File: src/rtl/neopixel_bit_encoder.sv
// neopixel_bit_encoder: serialises bytes MSB-first into NRZ bit codes with per-bit latched high/period times
module neopixel_bit_encoder (
    input  logic       clk_i,
    input  logic       rst_n_i,
    input  logic [7:0] reg_t0h_time_i,
    input  logic [8:0] reg_t0s_time_i,
    input  logic [7:0] reg_t1h_time_i,
    input  logic [8:0] reg_t1s_time_i,
    input  logic       data_vld_i,
    input  logic [7:0] data_i,
    output logic       data_rdy_o,
    output logic       bit_code_o,
    output logic       busy_o
);
    localparam logic IDLE = 1'b0;
    localparam logic SEND = 1'b1;
    logic       r_state;
    logic [7:0] r_shift;
    logic [2:0] r_idx;
    logic [8:0] r_cnt;
    logic [7:0] r_th;
    logic [8:0] r_ts;
    logic       r_code;
    logic       w_last;
    logic       w_hs;
    logic       w_nbit;
    logic [7:0] w_th;
    logic [8:0] w_ts;
    logic [8:0] w_cnt_nx;
    assign w_last     = (r_state == SEND) && (r_cnt == r_ts);
    assign data_rdy_o = (r_state == IDLE) || (w_last && r_idx == 3'd0);
    assign w_hs       = data_vld_i && data_rdy_o;
    // value of the bit about to start: new byte MSB or the next shifted bit
    assign w_nbit     = w_hs ? data_i[7] : r_shift[6];
    assign w_th       = w_nbit ? reg_t1h_time_i : reg_t0h_time_i;
    assign w_ts       = w_nbit ? reg_t1s_time_i : reg_t0s_time_i;
    assign w_cnt_nx   = r_cnt + 9'd1;
    assign busy_o     = r_state == SEND;
    assign bit_code_o = r_code;
    always_ff @(posedge clk_i or negedge rst_n_i) begin
        if (!rst_n_i) begin
            r_state <= IDLE;
            r_shift <= 8'h00;
            r_idx   <= 3'd0;
            r_cnt   <= 9'd0;
            r_th    <= 8'd0;
            r_ts    <= 9'd0;
            r_code  <= 1'b0;
        end else if (w_hs) begin
            r_state <= SEND;
            r_shift <= data_i;
            r_idx   <= 3'd7;
            r_cnt   <= 9'd0;
            r_th    <= w_th;
            r_ts    <= w_ts;
            r_code  <= 1'b1;
        end else if (w_last) begin
            if (r_idx != 3'd0) begin
                r_idx   <= r_idx - 3'd1;
                r_shift <= {r_shift[6:0], 1'b0};
                r_cnt   <= 9'd0;
                r_th    <= w_th;
                r_ts    <= w_ts;
                r_code  <= 1'b1;
            end else begin
                r_state <= IDLE;
                r_cnt   <= 9'd0;
                r_code  <= 1'b0;
            end
        end else if (r_state == SEND) begin
            r_cnt  <= w_cnt_nx;
            r_code <= w_cnt_nx <= {1'b0, r_th};
        end
    end
endmodule
File: config.mk
export PLATFORM = sky130hd
export DESIGN_NAME = neopixel_bit_encoder
export DESIGN_NICKNAME = d
export VERILOG_FILES = /design/src/rtl/neopixel_bit_encoder.sv
export SDC_FILE = /design/constraint.sdc
export NUM_CORES = 1
export LEC_CHECK = 0
export ABC_AREA = 1
export CAP_MARGIN = 20
export CORE_UTILIZATION = 47
export CTS_CLUSTER_DIAMETER = 40
export CTS_CLUSTER_SIZE = 8
export DETAILED_ROUTE_END_ITERATION = 10
export GPL_ROUTABILITY_DRIVEN = 0
export GPL_TIMING_DRIVEN = 1
export PLACE_DENSITY = 0.76
export SLEW_MARGIN = 40
export SYNTH_ARGS = -nofsm -noshare
export SYNTH_HDL_FRONTEND = slang
export SYNTH_SLANG_ARGS = --single-unit
File: constraint.sdc
create_clock -name clk_i -period 2 [get_ports clk_i]
set_clock_uncertainty 0.05 [all_clocks]
set_input_delay 0.4 -clock clk_i [delete_from_list [all_inputs] [get_ports clk_i]]
set_output_delay 0.4 -clock clk_i [all_outputs]
set_load 0.005 [all_outputs]
==> run_results.csv <==
group,metric,value,unit
global_routing,antenna_found_initial,0,
finish,post-route-cell-area,3480,um2
clock_network,htreeDepth,2,
hold_path,worstHoldStart,"r_th[2]",
detailed_routing,drt_pass1_iterations,4,
finish,area_growth,36.7,%
synth,synth_commonest_cells,"nand2_1 (83), inv_1 (67), nand3_1 (63), dfrtp_1 (38), a21oi_1 (16)",
synth,ys.flop_type,"dfrtp_1",
timing,finalSetupTns,-3.49,ns
synth,synth.distinct_cells,27,
detailed_routing,maxUsedRoutingLayer,"met4",
timing,hold_ws,0.436,ns
critical_path,crit_required,2.14,ns
pwr,p_clk_share,12.2,%
die,die_area,5710,um2
detailed_routing,dr_total_vias,2428,
detailed_routing,drt_iter0_markers,179,
die,start_util,49.2,%
critical_path,worst-r2r-setup-slack,-0.24,ns
detailed_routing,wl_met3,305,um
detailed_routing,antenna_left,0,
detailed_routing,wl,6510,um
synth,synth_mux_area_share,0,%
synth,synth_top_area_share,37.4,%
global_routing,grt_usage,23.4,%
critical_path,cp-start-kind,"flip-flop",
pwr,pwr-share-seq,31.9,%
critical_path,startpoint,"r_cnt[1]",
detailed_routing,drcViolationCount,0,
critical_path,r2r_start,"r_cnt[1]",
detailed_routing,wl_met1,2910,um
pwr,cellLeakagePower,1.81,nW
synth,synth_top_area_cell,"dfrtp_1",
synth,synth_seq_cells,38,
synth,ys_seq_area_share,37.4,%
detailed_routing,wire_per_inst,13.2,um
global_routing,gr-total-overflow,0,
synth,synth_edf_count,0,
placed_design,place_hpwl,4210,um
finish,fin_nets,479,
critical_path,slowest_delay,0.42,ns
global_routing,first_global_vias,2188,
synth,syn_inst,346,
placed_design,numPortBuffers,47,
clock_network,cts_hold_buf,0,
critical_path,critPathCaptureType,"flip-flop",
pwr,switching_share,43.7,%
clock_network,clk-insertion-delay-late,0.30,ns
run_status,violations,"setup timing",
timing,period_minus_slack,2.24,ns
pwr,ir_worst_vdd,605,uV
synth,syn_area,2540,um2
timing,worst_slack,-0.242,ns
synth,synth-async-reset-ratio,100,%
pwr,internal-power,0.00254,W
die,fp-row-count,26,
hold_path,min_path_type,"flip-flop to flip-flop",
timing,drv_slew,0,
clock_network,cts_sinks,38,
synth,yosys.area_share.simple,31.9,%
finish,utilization,67.2,%
clock_network,cts_root_buf,"clkbuf_8",
clock_network,clk_path_buf_depth,2,
finish,n_antenna_cell,0,
timing,rsz0062_at_grt,"yes",
critical_path,critical_path_class,"flip-flop to flip-flop",
timing,fin_crit_sh,112,%
pwr,p_total,0.00450,W
pwr,p_comb_share,56.0,%
clock_network,cts_inserted_buffers,5,
detailed_routing,vias_per_cell,4.91,
clock_network,cts.clk_slew.worst_paths,0.07,ns
critical_path,worst-path-max-fanout,3,
die,die_w,75.6,um
synth,synth-warning-count,0,
synth,yosysMostFrequentCell,"nand2_1",
die,fp.dieH,75.6,um
critical_path,cp.arrival,2.38,ns
die,coreArea,5170,um2
critical_path,cp_cell_sequence,"buf_6, ha_4, xor2_1, ha_1, nand2_1, nor2_2, nand2_1, o211ai_1, nand2_1, nand2_1, nand2_1, nand2_1, nand2_1, nand2_1, nand2_1, nand2_1, nand2_1",
synth,syn_avg_cell_area,7.36,um2
hold_path,holdPathEnd,"r_th[2]",
timing,max_freq,446,MHz
clock_network,cts_tree,"built",
timing,setup_viol_count_final,28,
timing,worst_pin_slew,0.493,ns
detailed_routing,wl_met2,3150,um
die,io_pins,48,
synth,synth_fa_ha_area_share,5.41,%
critical_path,cp_slowest_cell,"dfrtp_1",
synth,synth_top_family_by_area,"simple AND/OR/NAND/NOR gates",
run,drv_cap,0,
critical_path,regToRegEndpoint,"bit_code_o",
finish,drive_gt1_share,17.0,%
synth,ys_top_cells_by_area,"dfrtp_1 (37%), nand3_1 (12%), nand2_1 (12%)",
placed_design,place_area,3120,um2
hold_path,hold_depth,2,
synth,synth_compound_area_share,6.83,%
global_routing,grt_max_degree,39,
pwr,switchingPower,0.00197,W
global_routing,grt_pass1_wl,9920,um
pwr,powerDensity,1300,nW/um2
synth,syn_nets,402,
critical_path,reg2regPathDepth,17,
critical_path,timing.critical_path.mode_cell,"nand2_1",
timing,timing.final.hold_violations,0,
timing,slew_headroom,67.1,%
run_status,status,"finished, violations left",
synth,synth_xor_area_share,3.44,%
==> power by group through the flow <==
stage,logic (W),clock network (W),registers [W]
6_report,0.00252,0.000549,0.00144
5_1_grt,0.00282,0.000590,0.00147
4_1_cts,0.00227,0.000555,0.00139
3_5_place_dp,0.00196,0,0.00140
3_3_place_gp,0.00191,0,0.00139
2_1_floorplan,0.00146,0,0.00135
==> what timing repair did <==
item | CTS | global route
pin swaps | 13 | 11
setup buffers | 10 | 7
endpoints found under the setup margin | 2 | 28
gates resized for setup | 11 | 13
gates cloned | 0 | 3
==> registers in the layout, summed over array words and instances (netlist names) <==
| name | flops |
|---|---|
| r_cnt | 9 |
| r_ts | 9 |
| r_th | 8 |
| r_shift | 7 |
| r_idx | 3 |
| bit_code_o | 1 |
| busy_o | 1 |
==> critical path, delay by kind of cell, from the launching register on <==
family / cells / cell delay [ns]
and+or+nand+nor: 12 / 0.81
adders and majority gates: 2 / 0.47
DFF: 1 / 0.42
xor gates and xnor gates: 1 / 0.17
buffers and inverters: 1 / 0.13
AOI/OAI and AO/OA: 1 / 0.07
==> cell type report <==
class / instances / area (um2)
inverter: 72 / 275
timing repair buffer: 79 / 723
fill: 417 / 1690
tap: 70 / 87.6
sequential: 38 / 951
multi-input combinational: 227 / 1350
clock inverter: 1 / 5.00
clock buffer: 7 / 86.3
==> cell families after synthesis <==
logic type                 after synthesis
AOI/OAI and AO/OA                       31
DFF                                     38
buffers and inverters                   84
xor gates and xnor gates                10
and+or+nand+nor                        172
adders and majority gates               11
==> routing by layer <==
| metal | up-vias | global-route usage, % |
|---|---|---|
| li1 | 1234 | - |
| met1 | 1120 | 31.7 |
| met2 | 61 | 36.5 |
| met3 | 13 | 5.16 |
| met4 | 0 | 9.26 |
| met5 | - | 0 |
==> how the worst max path moves through the flow <==
stage	end	slack, ns	depth (start not counted)
after floorplan	bit_code_o	-0.007	17
after global placement	bit_code_o	-0.05	18
after detailed placement	bit_code_o	-0.14	18
after CTS	bit_code_o	-0.22	18
after global routing	bit_code_o	-0.36	17
final	bit_code_o	-0.24	17
==> through the flow <==
step	worst slack [ns]	instances
after global placement	-0.0453	466
after global routing	-0.365	494
after floorplan	-0.00710	346
after detailed placement	-0.143	466
after CTS	-0.216	484
final	-0.242	494
==> cell usage in the layout (no fill, tap or decap), types with 4 or more instances in the layout <==
master	instances
clkdlybuf4s50_1	46
xor2_1	5
dfrtp_1	38
nand2_1	82
a21oi_1	16
nand2_8	4
buf_4	29
nand3_4	4
buf_6	4
ha_1	10
nor2_1	12
o21ai_0	7
nand3_1	61
inv_2	5
clkbuf_8	6
inv_1	66
(Power assumes the default switching activity.)
